===== config.mk =====
export PLATFORM = sky130hd
export DESIGN_NAME = alu_result_fifo
export DESIGN_NICKNAME = d
export VERILOG_FILES = /design/src/rtl/alu_result_fifo.sv
export SDC_FILE = /design/constraint.sdc
export NUM_CORES = 1
export LEC_CHECK = 0
export CAP_MARGIN = 20
export CORE_ASPECT_RATIO = 2
export CORE_MARGIN = 2
export CORE_UTILIZATION = 59
export CTS_BUF_LIST = sky130_fd_sc_hd__clkbuf_8
export CTS_CLUSTER_DIAMETER = 100
export CTS_CLUSTER_SIZE = 40
export DETAILED_ROUTE_END_ITERATION = 10
export DONT_BUFFER_PORTS = 1
export PLACE_DENSITY_LB_ADDON = 0.3
export SYNTH_ARGS = -nofsm -noshare
export SYNTH_HDL_FRONTEND = slang
export SYNTH_SLANG_ARGS = --single-unit

===== constraint.sdc =====
create_clock -name i_clk -period 2.64 [get_ports i_clk]
set_input_delay 0.528 -clock i_clk [delete_from_list [all_inputs] [get_ports i_clk]]
set_output_delay 0.528 -clock i_clk [all_outputs]
set_load 0.01 [all_outputs]

===== src/rtl/alu_result_fifo.sv =====
// alu_result_fifo: buffers results from the 12-bit ALU in a small
// first-word-fall-through FIFO. It also keeps debug counters for results
// that were dropped and for stored results that had the overflow flag set.
//
// Handshake: an entry moves out of the FIFO (pop) on a rising edge where
// o_valid and i_ready are both 1. While o_valid=1, o_data and o_overflow hold
// steady until that entry is popped. The ALU side has no ready signal, so a
// result arriving while the FIFO is full and nothing is popped is dropped.
// Every drop is recorded in o_drop and o_drop_cnt.
module alu_result_fifo #(
  parameter int DATA_W = 12,
  parameter int DEPTH  = 8,
  parameter int ADDR_W = 3
) (
  input  logic              i_clk,
  input  logic              i_rst,
  input  logic              i_clear,
  input  logic              i_valid,
  input  logic [DATA_W-1:0] i_data,
  input  logic              i_overflow,
  output logic              o_valid,
  output logic [DATA_W-1:0] o_data,
  output logic              o_overflow,
  input  logic              i_ready,
  output logic              o_full,
  output logic              o_empty,
  output logic [ADDR_W:0]   o_count,
  output logic              o_drop,
  output logic [7:0]        o_drop_cnt,
  output logic [7:0]        o_ovf_cnt
);

  localparam logic [ADDR_W:0] FULL_COUNT = (ADDR_W+1)'(DEPTH);

  // Each entry stores {overflow, data}.
  logic [DATA_W:0]   mem [DEPTH];
  logic [ADDR_W-1:0] wr_ptr;
  logic [ADDR_W-1:0] rd_ptr;
  logic [ADDR_W:0]   count;
  logic              pop;
  logic              push;
  logic              lost;
  logic              flush;

  assign flush   = i_rst | i_clear;
  assign o_full  = (count == FULL_COUNT);
  assign o_empty = (count == '0);
  assign o_count = count;
  assign o_valid = ~o_empty;

  // A full FIFO still accepts a result when the head leaves in the same cycle.
  assign pop  = o_valid & i_ready;
  assign push = i_valid & (~o_full | pop);
  assign lost = i_valid & ~push;

  // Head entry is presented directly. It is forced to zero when the FIFO is empty.
  always_comb begin
    o_data     = '0;
    o_overflow = 1'b0;
    if (!o_empty) begin
      o_data     = mem[rd_ptr][DATA_W-1:0];
      o_overflow = mem[rd_ptr][DATA_W];
    end
  end

  // Storage write. Memory is not cleared; a flush cycle discards the write.
  always_ff @(posedge i_clk) begin
    if (push && !flush) begin
      mem[wr_ptr] <= {i_overflow, i_data};
    end
  end

  // Pointers and occupancy. Pointers wrap naturally because DEPTH is a power of 2.
  always_ff @(posedge i_clk) begin
    if (flush) begin
      wr_ptr <= '0;
      rd_ptr <= '0;
      count  <= '0;
    end else begin
      if (push) wr_ptr <= wr_ptr + ADDR_W'(1);
      if (pop)  rd_ptr <= rd_ptr + ADDR_W'(1);
      case ({push, pop})
        2'b10:   count <= count + (ADDR_W+1)'(1);
        2'b01:   count <= count - (ADDR_W+1)'(1);
        default: count <= count;
      endcase
    end
  end

  // Debug: sticky drop flag and saturating drop/overflow counters.
  always_ff @(posedge i_clk) begin
    if (flush) begin
      o_drop     <= 1'b0;
      o_drop_cnt <= 8'd0;
      o_ovf_cnt  <= 8'd0;
    end else begin
      if (lost) begin
        o_drop <= 1'b1;
        if (o_drop_cnt != 8'hFF) o_drop_cnt <= o_drop_cnt + 8'd1;
      end
      if (push && i_overflow && (o_ovf_cnt != 8'hFF)) begin
        o_ovf_cnt <= o_ovf_cnt + 8'd1;
      end
    end
  end

endmodule


* Yosys cells after proc, flatten, opt, wreduce, memory -nomap -nowiden *
Memory sizes are Yosys's and may differ from the RTL's. A register that Yosys moved wholly into a read port is not among the register bits.
Index checks and enable logic that the tools add are counted.
Widths: inputs -> output; s select.

word-level totals
  latch bits = 0
  bits in read-only memories = 0
  word-level logic and storage cells = 40
  input port bits = 18
  register bits = 27
  memories kept = 1
  output and inout bits = 37
  memory bits (writable) = 104

memories
  name  words  width  rd ports  clocked after Yosys merged registers in  write ports  RTL line  source
  mem   8      13     1         1                                        1            36        logic [DATA_W:0] mem [DEPTH];

operators by class
  reduce and logical (&&, ||, !) cells = 7
  multiplexer cells = 7
  $lt $le $gt $ge = 0
  bitwise gates (word level) = 8
  add/sub/neg operators = 6
  multiply operators = 0
  eq/ne operators = 5
  divide/modulo/power cells = 0
  shift operators = 0

operators with widths
  operator             count
  $add 8x1->8 const B  2
  $ne 8x8->1 const B   2
  $mux 12              1
  $pmux 4 s2           1
  $add 3x1->3 const B  2
  $mux 3               2
  $add 4x1->4 const B  1
  $eq 4x4->1 const B   1
  $logic_not 4->1      1
  $sub 4x1->4 const B  1
  $and 1x1->1          3
  $logic_and 1x1->1    3
  $mux 1               3
  $not 1->1            3
  $eq 2x1->1 const B   1
  $eq 2x2->1 const B   1
  $or 1x1->1           2
  $reduce_and 2->1     1
  $reduce_bool 2->1    1
  $logic_not 1->1      1

* Depth between registers and ports, before layout *
  depth after elaboration = 8
  mapped depth = 9
  gate-level depth less buffers = 8

* Least setup slack after synthesis *
Ideal clock, no wire load.

  kind = register to register
  from = register count[1] (netlist: o_count[1])
  to = memory mem[0][0] (netlist name), enable pin
  clock period less this slack = 2948 ps
  path slack = -308 ps
  setup time = 417 ps
  stages on the path, launching flop included = 6
  buffers on the path = 1
  arrival = 2531 ps
  cell sequence = dfxtp_1 > or3_1 > buf_2 > o21ai_1 > or2_2 > nor4_1

on the way
  longest elaborated chain between the ends = 8
  elaborated cells between the ends (all ways) = 10
  those cells by class = 1 x eq/ne; 2 x mux; 5 x bitwise; 2 x reduce/logical

ends and longest elaborated chain
  what                              RTL line  source
  start: declaration                39        logic [ADDR_W:0] count;
  start signal: assignment          83        2'b10: count <= count + (ADDR_W+1)'(1);
  start signal: assignment          84        2'b01: count <= count - (ADDR_W+1)'(1);
  start signal: assignment          85        default: count <= count;
  $logic_not 4->1                   47        assign o_empty = (count == '0);
  $not 1->1                         49        assign o_valid = ~o_empty;
  $and 1x1->1                       52        assign pop = o_valid & i_ready;
  $or 1x1->1 (*)                    53        assign push = i_valid & (~o_full | pop);
  $and 1x1->1 (*)                   53
  $logic_and 1x1->1 (*)             68        if (push && !flush) begin
  $mux 1 (*)                        68
  $mux 1 (implied by the code) (*)  69        mem[wr_ptr] <= {i_overflow, i_data};
  end: declaration                  36

Every way passes the cells marked *; elsewhere a longest branch is shown, timed or not.

* Worst setup path in the final report *
  from = register count[3] (netlist: o_count[3])
  to = output port o_data[6]

on the way
  longest elaborated chain between the ends = 2

ends and longest elaborated chain
  what              RTL line  source
  $logic_not 4->1   47
  via o_empty       26        output logic o_empty,
  $mux 12           60        if (!o_empty) begin
  end: declaration  22        output logic [DATA_W-1:0] o_data,

The timed path passes the listed nets, and every way through them passes these cells.

==> impl_results.md <==
- Mapped Cells: 351
- First-pass GRT wire length: 16060 um
- Routed via count: 3087
- Count leader, synth: edfxtp_1
- Leading area contributor after synthesis: edfxtp_1
- Grt total ovfl: 0
- Tot Pwr: 4.132 mW
- Starting density of the core: 59.61%
- Synth top cells by count: 104 x edfxtp_1, 30 x dfxtp_1, 28 x nor2_1
- Highest-delay cell along the critical path: or4_4
- Share of cells above drive strength 1: 24.67%
- Met1 Wirelength: 3769 um
- VDD IR max: 0.4325 mV
- Period utilization: 93.96%
- Met3 routed WL: 444 um
- DRC errors left: 0
- Final Hold Fails: 0
- RSZ-0062 raised after global routing: no
- Antenna-violating nets left: 0
- CTS tree: built
- Die width: 72.39 um
- Antenna violations before repair: 0
- Post-CTS Resized: 0
- Number of synthesized flops with an enable pin: 104
- Pwr dens: 676.3 nW/um2
- Sequential fraction of the synthesis area: 67.47%
- CP top delay family: simple AND/OR/NAND/NOR gates
- CTS Sinks: 134
- Antenna diodes: 0
- Final setup viols: 0
- Most used DFF post-synth: edfxtp_1
- Seq cells post-synth: 134
- Total track usage: 21.36%
- Measured slew at the worst slew-check pin: 0.6208 ns
- CTS Buffer Depth: 2
- Wire per inst: 21.25 um
- CP Max Fanout: 16
- Initial DRC count: 197
- Number of max-cap violations: 0
- CTS root buffer: clkbuf_8
- Critical Path Source Type: register
- Mapped cell area: 5519 um2
- Outcome: completed
- Ys Warns: 0
- Total setup buffers inserted after CTS: 0
- Layout Nets: 389
- Synth top area cells: edfxtp_1 57%, dfxtp_1 11%, mux4_2 11%
- Synth async-reset ratio: 0%
- CTS Buf Count: 17
- Vias/cell: 6.418
- CP peak stage delay: 0.58 ns
- Gpl congestion: 0.7800
- Hold_buf cts: 0
- Rel. slew slack: 58.61%
- H-tree depth: 4
- Worst hold path class: in -> reg
- # port buffers: 0
- Distinct cells, synth: 49
- Core Area: 9259 um2
- Reg clk slew, reported paths: 0.07 ns
- Net Count, Synth: 376
- Vias in the first global route: 3231
- DP HPWL: 6616 um
- Final min period: 2.481 ns
- Io pins: 55
- Fmax achieved: 403.1 MHz
- P_leak: 1.915 nW
- Fin. max-slew vios: 0
- Total Negative Setup Slacks: 0 ns
- Row cnt: 50
- Crit. End Element: output port
- WL met2: 5833 um
- CP cell instances: buf_4, or4_4, clkinv_2, nor2_1
- Worst Skew: 0.009497 ns
- CP required: 2.11 ns
- CP bufs+invs: 2
- Die ar.: 10190 um2
- First-pass iteration count of the detailed router: 4
- Clk_lat worst skew: 0.42 ns
- Area grow syn2layout: 10.70%
- Pin count of the biggest net entering global routing: 31
- CP arrival: 1.95 ns
- Top-area cell type share of the netlist area: 56.59%
- Post-Route WL: 10220 um
- Synth Area per Inst: 15.72 um2
- WS Path Type: reg -> out
- Highest metal used: met4
- Die height: 140.8 um
layout make-up:
cell class | instances | area [um2]
clock buffer | 20 | 275.3
multi-input combinational | 193 | 1722
inverter | 5 | 20.02
timing repair buffer | 13 | 110.1
sequential | 134 | 3725
fill | 641 | 3149
tap | 104 | 130.1
clock inverter | 12 | 127.6
layer usage:
layer,vias up,track usage (%)
li1,1400,-
met1,1577,21.66
met2,92,39.74
met3,18,6.505
met4,0,7.895
met5,-,0
worst paths after layout:
check	start	endpoint	slack, ns	cells after the start
max	o_count[3]	o_data[6]	0.16	4
min reg2reg	rd_ptr[2]	rd_ptr[2]	0.52	2
max reg2reg	o_count[0]	o_count[3]	0.26	8
min	i_data[4]	mem[5][4]	0.20	0
through the flow:
step | hold slack (ns) | std cells | setup WS (ns) | utilization (%) | cell area (um2)
5_1_grt | 0.1615 | 481 | 0.08167 | 65.99 | 6110
3_3_place_gp | 0.5114 | 449 | 0.4093 | 61.62 | 5705
6_report | 0.1973 | 481 | 0.1594 | 65.99 | 6110
3_5_place_dp | 0.5156 | 449 | 0.2818 | 61.62 | 5705
4_1_cts | 0.1675 | 481 | 0.04854 | 65.97 | 6108
2_1_floorplan | 0.4893 | 351 | 0.05737 | - | 5532
cells in the final DEF, fill, tap and decap left out, types with 5 or more instances in the layout:
master,n
or4_1,5
edfxtp_1,104
or3_1,6
a21oi_1,18
nand2_1,8
o21ai_0,11
clkbuf_8,20
buf_4,12
clkinv_2,5
o31ai_1,5
mux4_2,26
dfxtp_1,29
mux2i_1,17
ha_1,6
nand3_1,12
nor2_1,28
state kept, by name (all words and copies together) (netlist names), named ones only:
name and cells:
o_drop 1, o_ovf_cnt 8, o_drop_cnt 8, o_count 4
wr_ptr 3, rd_ptr 3, mem 104
report_power, final:
group | internal [mW] | leakage, nW | switching, mW
combinational | 0.0658 | 0.539 | 0.103
clock | 0.909 | 0.197 | 0.755
sequential | 2.28 | 1.18 | 0.0156
total | 3.26 | 1.91 | 0.874
cells by family after synthesis:
logic type / share of synthesized area [%]
mux: 13.90
simple gates: 8.842
buf+inv: 1.927
fa+ha+maj: 1.723
flops: 67.47
compound gates: 5.192
xor+xnor: 0.9522
Note: power is estimated with default switching activity, not from simulation.
